`config.mk`:
```
export PLATFORM = sky130hd
export DESIGN_NAME = lampfpu_cmp_arb
export DESIGN_NICKNAME = d
export VERILOG_FILES = /design/src/rtl/lampfpu_cmp_arb.sv
export SDC_FILE = /design/constraint.sdc
export NUM_CORES = 1
export LEC_CHECK = 0
export ABC_AREA = 1
export BUFFER_PORTS_ARGS = -buffer_cell sky130_fd_sc_hd__clkbuf_2
export CORE_MARGIN = 8
export CORE_UTILIZATION = 39
export CTS_BUF_LIST = sky130_fd_sc_hd__clkbuf_2 sky130_fd_sc_hd__clkbuf_4 sky130_fd_sc_hd__clkbuf_8
export DETAILED_ROUTE_END_ITERATION = 7
export PLACE_DENSITY = 0.72
export SETUP_SLACK_MARGIN = 0.05
export SYNTH_ARGS = -nofsm -noshare
export SYNTH_HDL_FRONTEND = slang
export SYNTH_SLANG_ARGS = --single-unit
```
`constraint.sdc`:
```
create_clock -name clk -period 1.5 [get_ports clk]
set_clock_uncertainty 0.05 [all_clocks]
set_input_delay 0.3 -clock clk [delete_from_list [all_inputs] [get_ports clk]]
set_output_delay 0.3 -clock clk [all_outputs]
set_load 0.01 [all_outputs]
```
`src/rtl/lampfpu_cmp_arb.sv`:
```
// lampfpu_cmp_arb: two-requester round-robin front end for a registered bfloat16 comparator.
//
// Ports:
//   clk, rst_n                  clock, asynchronous active-low reset
//   req_valid_i / req_ready_o   per-requester request handshake (ready only in IDLE)
//   req_op_i                    per-requester op: 00 EQ, 01 LT, 10 LE, 11 illegal
//   req_a_i, req_b_i            per-requester raw operands
//   rsp_valid_o / rsp_ready_i   per-requester response handshake
//   rsp_cmp_o, rsp_inv_o        shared response payload, qualified by rsp_valid_o
//   doEq_o, doLt_o, doLe_o      one-cycle comparator op select (ISSUE only)
//   opA*/opB*, isA*/isB*        comparator operand fields and class flags (ISSUE only)
//   cmp_i, isCmpValid_i,
//   isCmpInvalid_i              registered comparator result
//   busy_o                      FSM not in IDLE
//   inv_cnt_o                   saturating count of invalid responses
module lampfpu_cmp_arb #(
    parameter int FLOAT_DW = 16,
    parameter int E_DW     = 8,
    parameter int F_DW     = 7,
    parameter int CNT_W    = 8
) (
    input  logic                     clk,
    input  logic                     rst_n,
    input  logic [1:0]               req_valid_i,
    output logic [1:0]               req_ready_o,
    input  logic [1:0][1:0]          req_op_i,
    input  logic [1:0][FLOAT_DW-1:0] req_a_i,
    input  logic [1:0][FLOAT_DW-1:0] req_b_i,
    output logic [1:0]               rsp_valid_o,
    input  logic [1:0]               rsp_ready_i,
    output logic                     rsp_cmp_o,
    output logic                     rsp_inv_o,
    output logic                     doEq_o,
    output logic                     doLt_o,
    output logic                     doLe_o,
    output logic                     opASign_o,
    output logic [E_DW-1:0]          opAExp_o,
    output logic [F_DW-1:0]          opAFract_o,
    output logic                     opBSign_o,
    output logic [E_DW-1:0]          opBExp_o,
    output logic [F_DW-1:0]          opBFract_o,
    output logic                     isAZer_o,
    output logic                     isASNaN_o,
    output logic                     isAQNaN_o,
    output logic                     isBZer_o,
    output logic                     isBSNaN_o,
    output logic                     isBQNaN_o,
    input  logic                     cmp_i,
    input  logic                     isCmpValid_i,
    input  logic                     isCmpInvalid_i,
    output logic                     busy_o,
    output logic [CNT_W-1:0]         inv_cnt_o
);

    typedef enum logic [1:0] {IDLE, ISSUE, WAIT, RESP} state_t;

    state_t              state_q, state_d;
    logic                gnt_q, gnt_d;
    logic                last_q, last_d;
    logic [1:0]          op_q, op_d;
    logic [FLOAT_DW-1:0] a_q, a_d, b_q, b_d;
    logic                rsp_cmp_q, rsp_cmp_d;
    logic                rsp_inv_q, rsp_inv_d;
    logic [CNT_W-1:0]    inv_cnt_q, inv_cnt_d;
    logic                sel;
    logic                issue;
    logic [E_DW-1:0]     a_exp, b_exp;
    logic [F_DW-1:0]     a_frac, b_frac;
    logic                a_nan, b_nan;

    // On contention the requester not granted last wins; a lone requester always wins.
    assign sel = (&req_valid_i) ? ~last_q : req_valid_i[1];

    always_comb begin
        state_d     = state_q;
        gnt_d       = gnt_q;
        last_d      = last_q;
        op_d        = op_q;
        a_d         = a_q;
        b_d         = b_q;
        rsp_cmp_d   = rsp_cmp_q;
        rsp_inv_d   = rsp_inv_q;
        inv_cnt_d   = inv_cnt_q;
        req_ready_o = 2'b00;
        rsp_valid_o = 2'b00;
        doEq_o      = 1'b0;
        doLt_o      = 1'b0;
        doLe_o      = 1'b0;
        case (state_q)
            IDLE: begin
                // Gated by rst_n so the grant stays low while reset is held.
                if (rst_n && |req_valid_i) begin
                    req_ready_o = sel ? 2'b10 : 2'b01;
                    gnt_d       = sel;
                    op_d        = req_op_i[sel];
                    a_d         = req_a_i[sel];
                    b_d         = req_b_i[sel];
                    // Illegal op skips the comparator and answers invalid directly.
                    if (&req_op_i[sel]) begin
                        rsp_cmp_d = 1'b0;
                        rsp_inv_d = 1'b1;
                        state_d   = RESP;
                    end else begin
                        state_d = ISSUE;
                    end
                end
            end
            ISSUE: begin
                doEq_o  = op_q == 2'b00;
                doLt_o  = op_q == 2'b01;
                doLe_o  = op_q == 2'b10;
                state_d = WAIT;
            end
            WAIT: begin
                if (isCmpValid_i) begin
                    rsp_cmp_d = cmp_i;
                    rsp_inv_d = isCmpInvalid_i;
                    state_d   = RESP;
                end
            end
            RESP: begin
                rsp_valid_o = gnt_q ? 2'b10 : 2'b01;
                if (rsp_ready_i[gnt_q]) begin
                    last_d  = gnt_q;
                    state_d = IDLE;
                    if (rsp_inv_q && !(&inv_cnt_q))
                        inv_cnt_d = inv_cnt_q + CNT_W'(1);
                end
            end
            default: state_d = IDLE;
        endcase
    end

    always_ff @(posedge clk or negedge rst_n) begin
        if (!rst_n) begin
            state_q   <= IDLE;
            gnt_q     <= 1'b0;
            last_q    <= 1'b1;
            op_q      <= 2'b00;
            a_q       <= '0;
            b_q       <= '0;
            rsp_cmp_q <= 1'b0;
            rsp_inv_q <= 1'b0;
            inv_cnt_q <= '0;
        end else begin
            state_q   <= state_d;
            gnt_q     <= gnt_d;
            last_q    <= last_d;
            op_q      <= op_d;
            a_q       <= a_d;
            b_q       <= b_d;
            rsp_cmp_q <= rsp_cmp_d;
            rsp_inv_q <= rsp_inv_d;
            inv_cnt_q <= inv_cnt_d;
        end
    end

    assign a_exp  = a_q[FLOAT_DW-2 -: E_DW];
    assign b_exp  = b_q[FLOAT_DW-2 -: E_DW];
    assign a_frac = a_q[F_DW-1:0];
    assign b_frac = b_q[F_DW-1:0];
    assign a_nan  = &a_exp && |a_frac;
    assign b_nan  = &b_exp && |b_frac;

    // Operand fields and flags are only presented alongside the do* pulse.
    assign issue      = state_q == ISSUE;
    assign opASign_o  = issue & a_q[FLOAT_DW-1];
    assign opBSign_o  = issue & b_q[FLOAT_DW-1];
    assign opAExp_o   = issue ? a_exp : '0;
    assign opBExp_o   = issue ? b_exp : '0;
    assign opAFract_o = issue ? a_frac : '0;
    assign opBFract_o = issue ? b_frac : '0;
    assign isAZer_o   = issue && a_exp == '0 && a_frac == '0;
    assign isBZer_o   = issue && b_exp == '0 && b_frac == '0;
    assign isAQNaN_o  = issue && a_nan && a_frac[F_DW-1];
    assign isASNaN_o  = issue && a_nan && !a_frac[F_DW-1];
    assign isBQNaN_o  = issue && b_nan && b_frac[F_DW-1];
    assign isBSNaN_o  = issue && b_nan && !b_frac[F_DW-1];

    assign rsp_cmp_o = rsp_cmp_q;
    assign rsp_inv_o = rsp_inv_q;
    assign busy_o    = state_q != IDLE;
    assign inv_cnt_o = inv_cnt_q;

endmodule

```
==> tab_implementation.tex, run 1 <==
\begin{tabular}{lr}
\hline
Metric & Value \\
\hline
\multicolumn{2}{l}{\textbf{Critical path}} \\
\quad Largest stage delay on the critical path & about 420 ps \\
\quad Endpoint required time on the critical path & roughly 1200 ps \\
\quad Critical Path Start Type & register \\
\quad Arrival time reported for the critical path endpoint & about 1700 ps \\
\quad Type of destination of the critical path & output pin \\
\quad Max stage delay cell, worst path & dfrtp\_1 \\
\quad Crit Path Class & register to output pin \\
\quad Critical Path, Cell by Cell & inv\_2 > ha\_4 > nand2\_4 > nor3\_4 > nand4\_1 > nor3\_2 > buf\_2 \\
\quad Crit-path max FO & 2 \\
\multicolumn{2}{l}{\textbf{Synth}} \\
\quad Synth Area per Inst & 6.86 sq um \\
\quad Post-synthesis cell count & roughly 400 \\
\quad Synth Cell Area & 2800 sq um \\
\quad Post-synth top flop & dfrtp\_1 \\
\quad Register bit count reported by yosys & 48 \\
\quad Fraction of the yosys area taken by sequential cells & 0.430 \\
\quad Async set-or-reset flop fraction in the synthesized netlist & 1.00 \\
\quad Post-synth EDFFs & 0 \\
\quad Library cells used by synthesis & 25 \\
\quad Net count after synthesis & 490 \\
\quad Number of warnings reported in the yosys synthesis log & 0 \\
\multicolumn{2}{l}{\textbf{Clock network}} \\
\quad Number of sinks on the clock net & 48 \\
\quad Clk root buf & clkbuf\_8 \\
\quad Hold bufs inserted after CTS & 0 \\
\quad Worst-case clock buffer depth & 2 \\
\quad H-Tree Level Count & 2 \\
\quad Total CTS buffers & 5 \\
\quad CTS clock-pin slew for the worst setup and hold paths & about 90 ps \\
\quad Clock latency on the worst-skew pair & 300 ps \\
\quad TritonCTS clock tree & built \\
\multicolumn{2}{l}{\textbf{Cells and area}} \\
\quad Post-route cell area & 5120 sq um \\
\quad Non-filler instance count after layout & around 700 \\
\quad Final antenna diode count & 0 \\
\quad Share of cells above drive strength 1 & 0.574 \\
\quad Area added between synthesis and finish & 82.8\% \\
\quad Fin nets & 689 \\
\quad Final Core Density & 0.721 \\
\quad Register area & around 1200 sq um \\
\quad Multi-input combinational cell area & approximately 1900 sq um \\
\quad Fillers & 530 \\
\multicolumn{2}{l}{\textbf{Power}} \\
\quad Power density normalized to cell area & 1720 nW/um\^{}2 \\
\quad Max IR drop VDD & 0.949 mV \\
\quad Overall power consumption & 8.83 mW \\
\quad LEAKAGE & about 3.1 nW \\
\multicolumn{2}{l}{\textbf{Placed design}} \\
\quad Number of port buffers & 132 \\
\quad DP Cell Count & 676 \\
\quad Area after DPL & 3950 sq um \\
\quad Final HPWL DP & 7.01 mm \\
\quad Placer Congestion & around 0.9 \\
\quad Post-placement worst setup slack & -267 ps \\
\multicolumn{2}{l}{\textbf{Route}} \\
\quad Count of routing violations after the opening detailed-route iteration & 134 \\
\quad Wire length reported by the detailed router & $\sim$11 mm \\
\quad Number of remaining DRC errors & 0 \\
\quad Pre-antenna DRT Iters & 4 \\
\quad Via count & 3378 \\
\quad Average detailed-routed wire length per instance & $\sim$16 um \\
\quad Via-to-Cell Ratio & 4.78 \\
\quad Final antenna-violating net count & 0 \\
\multicolumn{2}{l}{\textbf{STA}} \\
\quad Actual slew at the worst max-slew pin & about 620 ps \\
\quad Total Neg Setup Slack & -30920 ps \\
\quad Worst-case hold slack & 144 ps \\
\quad Relative slew margins & 0.583 \\
\quad Portion of the clock cycle consumed by the worst path in the final layout & 1.38 \\
\quad Peak Freq & about 480 MHz \\
\quad Worst setup margin & -568 ps \\
\quad Time the final worst path needs with I/O delays and setup & slightly above 2000 ps \\
\quad Final hold viol count & 0 \\
\quad Total count of max-transition violations in the final report & 0 \\
\quad Setup repair after global routing missed its margin & yes \\
\quad Endpoints failing setup & just under 90 \\
\multicolumn{2}{l}{\textbf{Global routing}} \\
\quad Global-route total usage across every layer & 0.187 \\
\quad Via count of the first global-routing pass & between 3000 and 4000 \\
\quad Largest net degree at the start of global routing & 49 \\
\quad Initial antenna violation count & 0 \\
\quad Wire length of the first global-routing pass & 15.3 mm \\
\quad Total grt overflow & 0 \\
\multicolumn{2}{l}{\textbf{Die}} \\
\quad Floorplan die area & about 10000 sq um \\
\quad Initial Utilization & 0.394 \\
\quad Number of placement rows & 31 \\
\quad Horizontal extent of the die & about 100 um \\
\quad Core ar. & 7100 sq um \\
\quad Height of the die & around 100 um \\
\quad Total I/O pin count & between 100 and 150 \\
\multicolumn{2}{l}{\textbf{Status}} \\
\quad Violations in the final reports & setup timing \\
\quad Outcome & finished with violations \\
\multicolumn{2}{l}{\textbf{Flow run}} \\
\quad Max-cap viol count & 0 \\
\multicolumn{2}{l}{\textbf{Hold path}} \\
\quad Class of the tightest hold or removal check & input pin to register \\
\hline
\end{tabular}
-- cells by family after synthesis --
family	synth area share
and+or+nand+nor	0.407
buffers and inverters	0.103
DFF	0.430
AOI/OAI and AO/OA	0.0192
xor gates and xnor gates	0.0188
adders and majority gates	0.0224
-- power by group --
| part | total, mW | internal, mW | switching [mW] |
|---|---|---|---|
| clock network | 0.777 | 0.326 | 0.452 |
| registers | 2.36 | 1.86 | 0.499 |
| logic | 5.69 | 2.84 | 2.85 |
| total | 8.83 | 5.03 | 3.80 |
-- flip-flops by register name, indices dropped and copies added, names as in the netlist --
signal and flops:
b_q 16, rsp_cmp_o 1, state_q 2, a_q 16, last_q 1, gnt_q 1
inv_cnt_o 8, op_q 2, rsp_inv_o 1
-- synthesized netlist by cell type, drive strengths merged (2+ instances only) --
library cell | number | area, sq um
xor2 | 4 | 35.0
clkbuf | 5 | 18.8
nand2 | 187 | 702
inv | 55 | 209
nand4 | 2 | 12.5
nor2 | 19 | 103
and3 | 4 | 25.0
buf | 9 | 60.1
xnor2 | 2 | 17.5
nand3 | 39 | 195
nor3 | 15 | 75.1
dfrtp | 47 | 1180
o21ai | 9 | 48.8
or2 | 2 | 12.5
ha | 5 | 62.6
-- worst max-delay path: cells and delay by family, from the launching register on --
kind / cells / cell delay, ps
fa+ha+maj: 1 / 160
buf+inv: 2 / 250
simple gates: 4 / 580
flops: 1 / 420
-- final timing paths --
| check | cells after the start | slack [ps] | start | to |
|---|---|---|---|---|
| setup reg to reg | 14 | -420 | state_q[1]$_DFFE_PN0P_ | b_q[2]$_DFFE_PN0P_ |
| hold reg to reg | 2 | 440 | rsp_cmp_o$_DFFE_PN0P_ | rsp_cmp_o$_DFFE_PN0P_ |
| min in group asynchronous | 2 | 160 | rst_n | a_q[12]$_DFFE_PN0P_ |
| hold / removal | 3 | 140 | req_b_i[10] | b_q[10]$_DFFE_PN0P_ |
| max in group asynchronous | 2 | 790 | rst_n | state_q[0]$_DFFE_PN0P_ |
| setup / recovery | 7 | -570 | state_q[1]$_DFFE_PN0P_ | isAQNaN_o |
-- cell type report --
type | instances | share of cell area
clock inverters | 3 | 0.00367
repair buffers | 206 | 0.309
well taps | 99 | 0.0242
multi-input cells | 291 | 0.373
clock buffers | 5 | 0.0134
inverters | 55 | 0.0418
flip-flops and latches | 48 | 0.235
-- cells in the final DEF, fill, tap and decap left out, types with 3 or more instances in the layout --
master / instances
nor3_2: 7
nand2_4: 34
inv_2: 22
buf_4: 42
nor2_1: 12
clkbuf_16: 3
nand3_1: 11
nand2_1: 134
buf_2: 11
buf_6: 40
nor3_4: 3
nand3_2: 27
inv_1: 30
inv_4: 3
and3_1: 4
clkbuf_8: 6
xor2_1: 4
clkbuf_2: 100
nand2_2: 19
ha_4: 3
nor2_4: 4
o21ai_1: 6
nor3_1: 5
dfrtp_1: 46
buf_12: 7
-- metal layers --
layer / up-vias / part of all wire / track usage
met5: - / 0 / 0
li1: 1639 / - / -
met4: 0 / 0.020 / 0.0395
met1: 1587 / 0.40 / 0.234
met3: 19 / 0.069 / 0.0456
met2: 133 / 0.51 / 0.317
-- repair_timing --
item	4_1_cts	5_1_grt
gates cloned	1	4
buffers inserted	9	15
pin swaps	41	17
setup endpoints to repair	84	91
resized for setup	100	163
(Power assumes the default switching activity.)
==> inputs of run 2 (changes only) <==
- SKIP_CTS_REPAIR_TIMING: default -> 1
==> tab_implementation.tex, run 2 (synthesis gave the netlist of run 1 again) <==
\begin{tabular}{lr}
\hline
Metric & Value \\
\hline
\multicolumn{2}{l}{\textbf{Status}} \\
\quad Outcome & finished with violations \\
\quad Violations in the final reports & setup timing \\
\multicolumn{2}{l}{\textbf{Clock network}} \\
\quad TritonCTS clock tree & built \\
\quad CTS clock-pin slew for the worst setup and hold paths & roughly 100 ps \\
\quad H-Tree Level Count & 2 \\
\quad Clock latency on the worst-skew pair & $\sim$300 ps \\
\quad Worst-case clock buffer depth & 2 \\
\quad Clk root buf & clkbuf\_8 \\
\quad Number of sinks on the clock net & 48 \\
\quad Total CTS buffers & 5 \\
\multicolumn{2}{l}{\textbf{Global routing}} \\
\quad Wire length of the first global-routing pass & roughly 14 mm \\
\quad Via count of the first global-routing pass & about 3100 \\
\quad Initial antenna violation count & 0 \\
\quad Largest net degree at the start of global routing & 49 \\
\quad Global-route total usage across every layer & 0.172 \\
\quad Total grt overflow & 0 \\
\multicolumn{2}{l}{\textbf{Power}} \\
\quad Overall power consumption & between 7 and 8 mW \\
\quad Max IR drop VDD & $\sim$1 mV \\
\quad Power density normalized to cell area & approximately 1600 nW/um\^{}2 \\
\quad LEAKAGE & 2.69 nW \\
\multicolumn{2}{l}{\textbf{Cells and area}} \\
\quad Post-route cell area & about 4500 sq um \\
\quad Final antenna diode count & 0 \\
\quad Highest-count cells in the layout ignoring fill and taps & nand2\_1 (163), clkbuf\_2 (118), inv\_1 (46), dfrtp\_1 (46), buf\_4 (43) \\
\quad Most common cell after layout, fill and taps aside & nand2\_1 \\
\quad Share of cells above drive strength 1 & 0.461 \\
\quad Non-filler instance count after layout & a little under 700 \\
\quad Final Core Density & 0.632 \\
\quad Fin nets & $\sim$680 \\
\quad Area added between synthesis and finish & 60.3\% \\
\multicolumn{2}{l}{\textbf{Die}} \\
\quad Number of placement rows & 31 \\
\quad Horizontal extent of the die & just over 100 um \\
\quad Core ar. & between 7000 and 8000 sq um \\
\quad Total I/O pin count & $\sim$130 \\
\quad Floorplan die area & roughly 10000 sq um \\
\quad Initial Utilization & 0.394 \\
\quad Height of the die & $\sim$100 um \\
\multicolumn{2}{l}{\textbf{Critical path}} \\
\quad Largest stage delay on the critical path & just over 400 ps \\
\quad Max stage delay cell, worst path & dfrtp\_1 \\
\quad Critical Path, Cell by Cell & inv\_2 > ha\_4 > buf\_4 > nand2\_1 > inv\_2 > nand3\_4 > nor3b\_2 > buf\_2 \\
\quad Buffers \& Inverters on Critical Path & 4 \\
\quad CP most frequent cell & inv\_2 \\
\quad Endpoint required time on the critical path & roughly 1200 ps \\
\quad Crit-path max FO & 4 \\
\quad Arrival time reported for the critical path endpoint & between 1500 and 2000 ps \\
\quad Critical Path Start Type & register \\
\quad Type of destination of the critical path & output pin \\
\quad Crit Path Class & register to output pin \\
\quad Cell family contributing the most delay on the critical path & buffers and inverters \\
\multicolumn{2}{l}{\textbf{Placed design}} \\
\quad Number of port buffers & 132 \\
\quad Placer Congestion & 0.899 \\
\quad Area after DPL & 3950 sq um \\
\quad Post-placement worst setup slack & -267 ps \\
\quad Final HPWL DP & 7.01 mm \\
\quad DP Cell Count & $\sim$680 \\
\multicolumn{2}{l}{\textbf{STA}} \\
\quad Worst-case hold slack & around 150 ps \\
\quad Final hold viol count & 0 \\
\quad Endpoints failing setup & 79 \\
\quad Setup repair after global routing missed its margin & yes \\
\quad Relative slew margins & 0.594 \\
\quad Time the final worst path needs with I/O delays and setup & 2030 ps \\
\quad Portion of the clock cycle consumed by the worst path in the final layout & 1.35 \\
\quad Total Neg Setup Slack & -25900 ps \\
\quad Peak Freq & between 400 and 500 MHz \\
\quad Worst setup margin & -526 ps \\
\quad Total count of max-transition violations in the final report & 0 \\
\quad Actual slew at the worst max-slew pin & between 600 and 700 ps \\
\multicolumn{2}{l}{\textbf{Route}} \\
\quad Via count & 3166 \\
\quad Pre-antenna DRT Iters & 4 \\
\quad Number of remaining DRC errors & 0 \\
\quad Wire length reported by the detailed router & 9.25 mm \\
\quad Via-to-Cell Ratio & between 4 and 5 \\
\quad Final antenna-violating net count & 0 \\
\quad Average detailed-routed wire length per instance & $\sim$13 um \\
\quad Count of routing violations after the opening detailed-route iteration & roughly 110 \\
\multicolumn{2}{l}{\textbf{Flow run}} \\
\quad Max-cap viol count & 0 \\
\multicolumn{2}{l}{\textbf{Hold path}} \\
\quad Class of the tightest hold or removal check & input pin to async pin \\
\hline
\end{tabular}
[run 2: final timing paths]
kind / endpoint / cells past startpoint / slack [ps] / from
setup / recovery: isBQNaN_o / 8 / -530 / state_q[1]$_DFFE_PN0P_
hold / removal: a_q[12]$_DFFE_PN0P_ / 2 / 150 / rst_n
setup reg to reg: a_q[6]$_DFFE_PN0P_ / 13 / -400 / state_q[1]$_DFFE_PN0P_
hold reg to reg: rsp_cmp_o$_DFFE_PN0P_ / 2 / 440 / rsp_cmp_o$_DFFE_PN0P_
max in group asynchronous: state_q[0]$_DFFE_PN0P_ / 2 / 820 / rst_n
min in group clk: b_q[15]$_DFFE_PN0P_ / 3 / 150 / req_b_i[31]
[run 2: metal layers]
metal  part of all wire  GRT usage  routed length [um]
met4             0.0072     0.0349                  67
met3              0.072     0.0483                 662
met1               0.44      0.213                4070
met2               0.48      0.291                4450
met5                  0          0                   0
[run 2: final cells by class]
| type | count | area, sq um |
|---|---|---|
| Clock buffer | 5 | 68.8 |
| Clock inverter | 3 | 18.8 |
| Fill cell | 629 | 2610 |
| Inverter | 55 | 214 |
| Multi-Input combinational cell | 291 | 1590 |
| Sequential cell | 48 | 1200 |
| Tap cell | 99 | 124 |
| Timing Repair Buffer | 193 | 1260 |
[run 2: report_power, final]
group          internal [mW]  switching (mW)
combinational           2.04            2.24
sequential              1.86           0.428
clock                  0.326           0.443
total                   4.23            3.11
